`src/rtl/alu_issue_seq.sv`:
```


module alu_issue_seq #(
    parameter int DATA_W  = 16,
    parameter int NREG    = 16,
    parameter int ALU_LAT = 1
) (
    input  logic              clk,
    input  logic              reset,
    input  logic              in_valid,
    output logic              in_ready,
    input  logic [3:0]        in_op,
    input  logic [3:0]        in_rd,
    input  logic [3:0]        in_rs,
    input  logic [3:0]        in_rt,
`ifdef ALU_ISSUE_SEQ_IMM_EN
    input  logic              in_imm,
`endif
    output logic [3:0]        alu_ctrl,
    output logic [DATA_W-1:0] alu_a,
    output logic [DATA_W-1:0] alu_b,
    input  logic [DATA_W-1:0] alu_y,
    input  logic              ld_en,
    input  logic [3:0]        ld_addr,
    input  logic [DATA_W-1:0] ld_data,
    output logic              wb_valid,
    output logic [3:0]        wb_rd,
    output logic [DATA_W-1:0] wb_data,
    input  logic [3:0]        dbg_addr,
    output logic [DATA_W-1:0] dbg_data
);

    typedef enum logic [1:0] {
        S_IDLE,
        S_ISSUE,
        S_WAIT,
        S_WB
    } state_t;

    // WAIT lasts ALU_LAT-1 cycles: counter runs ALU_LAT-2 down to 0.
    localparam logic [3:0] CNT_INIT = (ALU_LAT > 1) ? 4'(ALU_LAT - 2) : 4'd0;

    state_t            state;
    state_t            state_nxt;
    logic [DATA_W-1:0] rf [NREG];
    logic [3:0]        rd_q;
    logic [3:0]        cnt;
    logic [3:0]        wb_rd_q;
    logic [DATA_W-1:0] wb_data_q;
    logic [DATA_W-1:0] b_sel;
    logic              accept;

    assign in_ready = (state == S_IDLE) && !reset;
    assign accept   = in_valid && in_ready;
    assign wb_valid = (state == S_WB) && !reset;
    assign wb_rd    = wb_valid ? rd_q  : wb_rd_q;
    assign wb_data  = wb_valid ? alu_y : wb_data_q;
    assign dbg_data = rf[dbg_addr];

`ifdef ALU_ISSUE_SEQ_IMM_EN
    assign b_sel = in_imm ? {{(DATA_W-4){1'b0}}, in_rt} : rf[in_rt];
`else
    assign b_sel = rf[in_rt];
`endif

    // NOTE: every output of a combinational block gets a default first, so no path leaves it unassigned and a latch is never inferred.
    always_comb begin
        state_nxt = state;
        case (state)
            S_IDLE:  if (accept) state_nxt = S_ISSUE;
            S_ISSUE: state_nxt = (ALU_LAT == 1) ? S_WB : S_WAIT;
            S_WAIT:  if (cnt == 4'd0) state_nxt = S_WB;
            S_WB:    state_nxt = S_IDLE;
            default: state_nxt = S_IDLE;
        endcase
    end

    // NOTE: clocked state uses non-blocking assignments so every register samples pre-edge values regardless of statement order.
    always_ff @(posedge clk) begin
        if (reset) begin
            state     <= S_IDLE;
            rd_q      <= '0;
            cnt       <= '0;
            alu_ctrl  <= '0;
            alu_a     <= '0;
            alu_b     <= '0;
            wb_rd_q   <= '0;
            wb_data_q <= '0;
            // NOTE: the register file is architecturally visible after reset, so it is cleared here; this costs a reset net per entry, unlike a plain RAM.
            for (int i = 0; i < NREG; i++) begin
                rf[i] <= '0;
            end
        end else begin
            state <= state_nxt;
            if (accept) begin
                alu_ctrl <= in_op;
                alu_a    <= rf[in_rs];
                alu_b    <= b_sel;
                rd_q     <= in_rd;
            end
            if (state == S_ISSUE) begin
                cnt <= CNT_INIT;
            end else if (state == S_WAIT) begin
                cnt <= cnt - 4'd1;
            end
            if (ld_en) begin
                rf[ld_addr] <= ld_data;
            end
            // Later assignment takes precedence: writeback beats an external load to the same index.
            if (wb_valid) begin
                rf[rd_q]  <= alu_y;
                wb_rd_q   <= rd_q;
                wb_data_q <= alu_y;
            end
        end
    end

endmodule

```
`config.mk`:
```
export PLATFORM = sky130hd
export DESIGN_NAME = alu_issue_seq
export DESIGN_NICKNAME = d
export VERILOG_FILES = /design/src/rtl/alu_issue_seq.sv
export SDC_FILE = /design/constraint.sdc
export NUM_CORES = 1
export LEC_CHECK = 0
export CAP_MARGIN = 20
export CORE_MARGIN = 3
export CORE_UTILIZATION = 45
export DETAILED_ROUTE_END_ITERATION = 6
export SETUP_SLACK_MARGIN = 0.2
export SKIP_LAST_GASP = 1
export SYNTH_ARGS = -nofsm -noshare
export SYNTH_HDL_FRONTEND = slang
export SYNTH_SLANG_ARGS = --single-unit
export TNS_END_PERCENT = 50
```
`constraint.sdc`:
```
create_clock -name clk -period 6.1 [get_ports clk]
set_clock_uncertainty 0.1 [all_clocks]
set_input_delay 0.915 -clock clk [delete_from_list [all_inputs] [get_ports clk]]
set_output_delay 0.915 -clock clk [all_outputs]
set_load 0.1 [all_outputs]
```
==> results of run 1 <==
-- registers in the layout, indices dropped and copies added, names as in the netlist --
register / flops
alu_a: 16
alu_b: 16
alu_ctrl: 4
cnt: 4
rd_q: 4
rf: 256
state: 2
wb_data_q: 16
wb_rd_q: 4
-- stage by stage --
| step | setup WS (ps) | hold slack, ps | util | instances |
|---|---|---|---|---|
| 2_1_floorplan | 2328 | 368.9 | - | 1311 |
| 3_3_place_gp | 1741 | 359.8 | 0.4956 | 1860 |
| 3_5_place_dp | 1649 | 364.0 | 0.4956 | 1860 |
| 4_1_cts | 1648 | 378.4 | 0.5276 | 1930 |
| 5_1_grt | 1727 | 404.8 | 0.5288 | 1939 |
| 6_report | 1841 | 379.9 | 0.5288 | 1939 |
-- per-layer routing --
| metal | GRT usage | share of wire |
|---|---|---|
| met3 | 0.07806 | 0.12 |
| met5 | 0 | 0 |
| met1 | 0.4244 | 0.37 |
| met2 | 0.5032 | 0.46 |
| met4 | 0.1783 | 0.056 |
-- worst max-delay path, cell delays in order --
cell and delay, ps:
buf_4 580, buf_12 330, mux4_2 540, mux4_2 550
buf_4 260
-- cells by family after synthesis --
kind of cell / Yosys count / synth area share
simple gates: 159 / 0.05349
buf+inv: 186 / 0.04175
compound gates: 341 / 0.1477
fa+ha+maj: 5 / 0.003262
flops: 322 / 0.4697
xor+xnor: 3 / 0.001370
mux: 295 / 0.2827
-- power by group --
group	internal [uW]	total [uW]	switching (uW)
sequential	2520	2650	132
combinational	491	1530	1040
clock	1500	2470	968
-- cells in the mapped netlist, types with 15 or more instances --
cell,n
a22o_1,256
edfxtp_1,256
mux4_2,192
clkbuf_1,101
dfxtp_1,66
mux2_2,54
buf_2,49
mux2i_1,49
nor2b_1,32
a22oi_1,28
o21ai_0,28
nand2_1,27
nor2_1,23
buf_1,22
nor3_2,15
-- how the worst max path moves through the flow --
stage,from,end,depth (start not counted)
final,dbg_addr[0],dbg_data[13],5
after global routing,dbg_addr[0],dbg_data[13],5
after CTS,dbg_addr[1],dbg_data[13],5
after detailed placement,dbg_addr[1],dbg_data[13],5
after global placement,dbg_addr[1],dbg_data[13],5
after floorplan,reset,in_ready,4
-- layout make-up --
class                           instances  area share
Multi-Input combinational cell        803      0.4264
Sequential cell                       322      0.4053
Timing Repair Buffer                  193     0.07593
Clock buffer                           47     0.04807
Tap cell                              539     0.03034
Clock inverter                         23     0.01238
Inverter                                5   0.0008443
Antenna cell                            7   0.0007880
-- cell usage in the layout, fill, tap and decap left out, drive strengths merged, types with 4 or more instances in the layout --
cell	netlist	routed
dfxtp	66	66
ha	5	5
buf	80	105
mux2i	49	49
a22o	256	256
bufinv	0	6
clkdlybuf4s50	0	88
a2111oi	4	4
nand2b	9	9
clkbuf	101	47
a211o	4	4
a22oi	28	28
or3	9	9
nor4	6	6
nor3	20	20
nand3	7	7
nor2	27	27
diode	0	7
mux2	54	54
inv	5	5
a211oi	4	4
clkinv	0	16
nand2	27	27
edfxtp	256	256
o21ai	28	28
mux4	192	192
nor2b	32	32
nand3b	9	9
==> flow_metrics.tcl, run 1 <==
set metrics [dict create \
    ant_nets 0 \
    final.fill_count 3453 \
    cts_resized 0 \
    worstPathRequired_ps 5080 \
    r2r-start "state[1]" \
    synth_top_area_share 0.4008 \
    power_density_nw_per_um2 299.3 \
    place.gp.congestion 0.8549 \
    min_path_cells 2 \
    synth_seq_cells 322 \
    vias 14360 \
    hpwl_um 45260 \
    cts_tree "done" \
    clk_latency_ps 560 \
    num_rows 75 \
    clockBufferDepth 3 \
    cp-end-kind "primary output" \
    viasPerCell 7.404 \
    dieArea_um2 45140 \
    slew_headroom 0.2164 \
    rrSetupSlack_ps 2670 \
    min_to "alu_ctrl[0]" \
    drc 0 \
    drive_above_1_share 0.3151 \
    cts_buffers 38 \
    synthArstFlopShare 0 \
    grt_overflow 0 \
    drv_cap 0 \
    power_uw 6652 \
    die_w_um 212.5 \
    ys_types 50 \
    area_delta_synth_final_pct 15.89 \
    grt_pass1_wl_um 103000 \
    period_share 0.6982 \
    cts.sinks 322 \
    rsz0062_at_grt "no" \
    worst_pin_slew_ps 1175 \
    leakage_uw 0.007836 \
    drt_iter0_markers 1856 \
    fin_nets 1428 \
    postCtsHoldBufs 0 \
    postLayoutCellArea_um2 22230 \
    period_minus_slack_ps 4259 \
    die_h_um 212.5 \
    tns_ps 0 \
    maxSlewViolCount 0 \
    ios 134 \
    seq_area_um2 9009 \
    synth_edf_count 256 \
    worstSetupStartpointType "input pin" \
    hold_path_class "reg -> reg" \
    synth.largest_area_cell "edfxtp_1" \
    outcome "finished clean" \
    yosysWarnings 0 \
    arrival_ps 3240 \
    postCtsSetupBuffers 0 \
    grt_usage 0.3248 \
    synth_area_um2 19180 \
    routedWlPerCell_um 37.79 \
    antenna_found_initial 9 \
    start_util 0.4563 \
    setup_violations 0 \
    multi_input_area_um2 9478 \
    syn_avg_cell_area_um2 14.63 \
    synthTopCellsByArea "edfxtp_1 40%, mux4_2 23%, a22o_1 12%" \
    syn-instance-count 1311 \
    seq_area_frac_synth 0.4697 \
    cts_root_buf "clkbuf_16" \
    htreeDepth 2 \
    peakVddDrop_v 0.0002375 \
    clkSlewWorstSetupHoldPaths_ps 60 \
    crit_fanout 35 \
    criticalPathCategory "in -> out" \
    dr.pass1.iters 5 \
    grt_max_degree 49 \
    clock.fmax_mhz 234.8 \
    ys.flop_type "edfxtp_1" \
    io_buffers 133 \
    hold_viol_final 0 \
    grt_pass1_vias 14270 \
    placed_area_um2 20840 \
    wirelength_um 73280 \
    reg2regPathDepth 4 \
    min_from "alu_ctrl[0]" \
    fp.coreArea_um2 42040 \
    syn_nets 1376 \
    r2r-end "rf[9][12]" \
]
Note: power is estimated with default switching activity, not from simulation.
==> run 2: changes to the inputs <==
Clock period 6.1 ns to 4 ns, I/O delays scaled along.
==> flow_metrics.tcl, run 2 (synthesis gave the netlist of run 1 again) <==
set metrics [dict create \
    power_uw 10090 \
    largest_reg_flops 256 \
    worstPathRequired_ps 3300 \
    clk_latency_ps 560 \
    routedWlPerCell_um 36.92 \
    r2r-end "rf[9][9]" \
    grt_pass1_wl_um 102700 \
    cts.sinks 322 \
    layout_common_cells "256 x a22o_1, 256 x edfxtp_1, 192 x mux4_2" \
    cts_resized 0 \
    min_from "alu_ctrl[0]" \
    worst_pin_slew_ps 1121 \
    leakage_uw 0.008136 \
    criticalPathCategory "in -> out" \
    cts_tree "done" \
    final.fill_count 3404 \
    rsz0062_at_grt "no" \
    rrSetupSlack_ps 990 \
    dieArea_um2 45140 \
    htreeDepth 2 \
    outcome "finished clean" \
    multi_input_area_um2 9400 \
    area_delta_synth_final_pct 19.43 \
    setup_violations 0 \
    postLayoutCellArea_um2 22910 \
    min_path_cells 2 \
    regMostFlops "rf" \
    die_w_um 212.5 \
    wirelength_um 72910 \
    ant_nets 0 \
    hold_viol_final 0 \
    fin_nets 1466 \
    power_density_nw_per_um2 440.3 \
    fp.coreArea_um2 42040 \
    slew_headroom 0.2525 \
    r2r-start "state[0]" \
    vias 14550 \
    reg2regPathDepth 5 \
    cts_root_buf "clkbuf_16" \
    ios 134 \
    clockBufferDepth 3 \
    hpwl_um 46640 \
    clock.fmax_mhz 312.3 \
    grt_usage 0.3239 \
    antenna_found_initial 7 \
    peakVddDrop_v 0.0004948 \
    start_util 0.4563 \
    crit_fanout 14 \
    period_minus_slack_ps 3202 \
    min_to "alu_ctrl[0]" \
    postCtsSetupBuffers 0 \
    placed_area_um2 21610 \
    die_h_um 212.5 \
    grt_overflow 0 \
    viasPerCell 7.365 \
    drive_above_1_share 0.3284 \
    dr.pass1.iters 7 \
    worstSetupStartpointType "input pin" \
    num_rows 75 \
    drv_cap 0 \
    cts_buffers 38 \
    period_share 0.8006 \
    seq_area_um2 9009 \
    finalWorstSetupSlack_ps 797.8 \
    postCtsHoldBufs 0 \
    grt_pass1_vias 14090 \
    cp-end-kind "primary output" \
    place_ws_ps 690.8 \
    place.gp.congestion 0.9163 \
    arrival_ps 2500 \
    clkSlewWorstSetupHoldPaths_ps 50 \
    hold_path_class "reg -> reg" \
    grt_max_degree 42 \
    tns_ps 0 \
    drc 0 \
    drt_iter0_markers 2323 \
    io_buffers 133 \
    maxSlewViolCount 0 \
]
run 2: cell count changes in the layout (fill, tap and decap cells not counted), moves of 2 or more:
cell and delta:
clkinv_2 -3, clkdlybuf4s50_1 -2, a311o_2 -2, buf_4 -4, clkbuf_1 +8, nor3_2 +12, buf_12 +44, a311o_1 +2
clkinv_4 -4, diode_2 -2, nor3_4 -12, bufinv_16 -4, clkbuf_8 +4
run 2: through the flow:
stage	utilization	instances	hold slack [ps]
6_report	0.5449	1975	378.5
2_1_floorplan	-	1311	368.9
5_1_grt	0.5449	1974	396.1
3_3_place_gp	0.5140	1899	357.9
3_5_place_dp	0.5140	1899	350.4
4_1_cts	0.5440	1969	376.4
run 2: final cells by class:
cell class	instances	share of cell area
Clock inverter	11	0.004588
Antenna cell	5	0.0005462
Multi-Input combinational cell	803	0.4103
Tap cell	539	0.02944
Clock buffer	59	0.05036
Inverter	5	0.0008193
Timing Repair Buffer	231	0.1107
Sequential cell	322	0.3932
run 2: critical path: stages:
cell and delay, ps:
buf_4 230, buf_4 340, mux4_2 550, mux4_2 550, buf_12 200
run 2: how the worst max path moves through the flow:
stage	from	to	slack (ps)	cells after the start
finish	dbg_addr[0]	dbg_data[15]	800	5
global route	dbg_addr[0]	dbg_data[15]	730	5
CTS	dbg_addr[0]	dbg_data[15]	780	5
detailed placement	ld_addr[0]	rf[3][8]	690	4
global placement	ld_addr[0]	rf[3][6]	720	4
floorplan	reset	in_ready	860	4
run 2: power by group:
group	total, uW	leakage (uW)	switching, uW	internal [uW]
clock	3550	0.000616	1440	2110
combinational	2500	0.00440	1620	878
sequential	4040	0.00312	191	3840
total	10100	0.00814	3250	6840
run 2: metal layers:
layer,vias up,global-route usage,routed length [um]
met5,-,0,21
met4,4,0.1503,3825
met1,7371,0.4399,26890
met2,1227,0.4974,33120
li1,5697,-,-
met3,246,0.07673,9048
==> run 3: changes to the inputs <==
Settings changed: PLACE_DENSITY set to 0.66.
Clock period 4 ns to 2.7 ns, I/O delays scaled along.
==> flow_metrics.tcl, run 3 (synthesis gave the netlist of run 1 again) <==
set metrics [dict create \
    period_minus_slack_ps 2800 \
    fp.coreArea_um2 42040 \
    wirelength_um 71280 \
    regMostFlops "rf" \
    power_uw 15350 \
    ios 134 \
    fin_cells 2047 \
    cts_tree "done" \
    drc 0 \
    start_util 0.4563 \
    grt_overflow 0 \
    dr.pass1.iters 5 \
    period_share 1.037 \
    leakage_uw 0.008734 \
    r2r-start "state[0]" \
    die_w_um 212.5 \
    vias 14750 \
    hold_viol_final 0 \
    postLayoutCellArea_um2 23870 \
    cts_buffers 38 \
    worst_pin_slew_ps 903.7 \
    power_density_nw_per_um2 643.0 \
    place_ws_ps 68.20 \
    criticalPathCategory "reg -> out" \
    hold_path_class "in -> reg" \
    die_h_um 212.5 \
    peakVddDrop_v 0.0005309 \
    viasPerCell 7.205 \
    outcome "finished with violations" \
    drt_iter0_markers 2155 \
    arrival_ps 2290 \
    cts_root_buf "clkbuf_16" \
    ant_nets 0 \
    area_delta_synth_final_pct 24.46 \
    cts.sinks 322 \
    clockBufferDepth 3 \
    placed_area_um2 22290 \
    htreeDepth 2 \
    io_buffers 133 \
    layout_common_cells "256 x a22o_1, 256 x edfxtp_1, 192 x mux4_2" \
    startpoint "rf[7][0]" \
    rsz0062_at_grt "yes" \
    worstPathRequired_ps 2190 \
    holdWs_ps 243.0 \
    reg2regPathDepth 7 \
    violations "negative setup slack" \
    maxSlewViolCount 0 \
    clkSlewWorstSetupHoldPaths_ps 60 \
    antenna_found_initial 2 \
    rrSetupSlack_ps 320 \
    drive_above_1_share 0.3968 \
    worstSetupEndpoint "dbg_data[0]" \
    grt_pass1_wl_um 102600 \
    finalWorstSetupSlack_ps -99.50 \
    crit_fanout 3 \
    largest_reg_flops 256 \
    dieArea_um2 45140 \
    drv_cap 0 \
    cp-end-kind "primary output" \
    min_from "reset" \
    num_rows 75 \
    grt_usage 0.3173 \
    worstSetupStartpointType "flop" \
    place.gp.congestion 0.9570 \
    hpwl_um 47480 \
    slew_headroom 0.3957 \
    postCtsHoldBufs 0 \
    r2r-end "rf[0][7]" \
    setup_violations 11 \
    grt_pass1_vias 14740 \
    routedWlPerCell_um 34.82 \
    clock.fmax_mhz 357.2 \
    clk_latency_ps 550 \
    fin_nets 1543 \
    grt_max_degree 37 \
    placedCellCount 1951 \
]
==> run 3: changes by cell type in the layout (fill, tap and decap cells not counted), sizes merged, moves of 2 or more <==
cell           before  now
clkdlybuf4s50      86   50
inv                 6    8
clkbuf             59   48
clkinvlp            0    4
bufinv              2    5
diode               5    1
buf               145  258
==> run 3: worst min-delay path by stage <==
stage,to,cells after the start
after CTS,rd_q[0],3
after global routing,rd_q[0],3
final,rd_q[0],3
after global placement,alu_ctrl[3],2
after detailed placement,alu_ctrl[2],2
after floorplan,cnt[1],2
==> run 3: area by class of cell <==
| type | instances | area, um^2 |
|---|---|---|
| antenna | 1 | 2.502 |
| clock buffer | 48 | 1082 |
| clock inverter | 21 | 262.8 |
| fill | 3357 | 18170 |
| inverter | 5 | 18.77 |
| multi-input combinational | 803 | 9423 |
| sequential | 322 | 9011 |
| tap | 539 | 674.4 |
| timing repair buffer | 308 | 3397 |
==> run 3: routing by layer <==
metal  vias to the layer above  track usage  share of wire
met5                         -            0              0
met4                         0       0.1526          0.057
met3                       248      0.08175           0.12
met2                      1155       0.4947           0.46
met1                      7508       0.4178           0.37
li1                       5837            -              -
==> run 3: repair_timing <==
| item | in CTS | in global routing |
|---|---|---|
| setup endpoints to repair | 36 | 69 |
| gates resized for setup | 5 | 8 |
| cloned | 1 | 0 |
| setup buffers | 17 | 8 |
==> run 3: through the flow <==
| stage | util | TNS (ps) |
|---|---|---|
| after floorplan | - | 0 |
| after global routing | 0.5678 | -773.5 |
| after CTS | 0.5657 | -510.5 |
| final | 0.5678 | -511.8 |
| after detailed placement | 0.5301 | 0 |
| after global placement | 0.5301 | 0 |
==> run 3: critical path: stages, from the launching register on <==
cell and delay (ps):
edfxtp_1 500, mux4_2 510, mux4_2 540, buf_12 200
==> run 3: where the power goes <==
part           internal [uW]  leakage, uW  switching (uW)  total (uW)
combinational           1410      0.00496            2420        3820
clock                   3350     0.000649            2170        5510
sequential              5700      0.00312             315        6010
total                  10400      0.00873            4900       15300
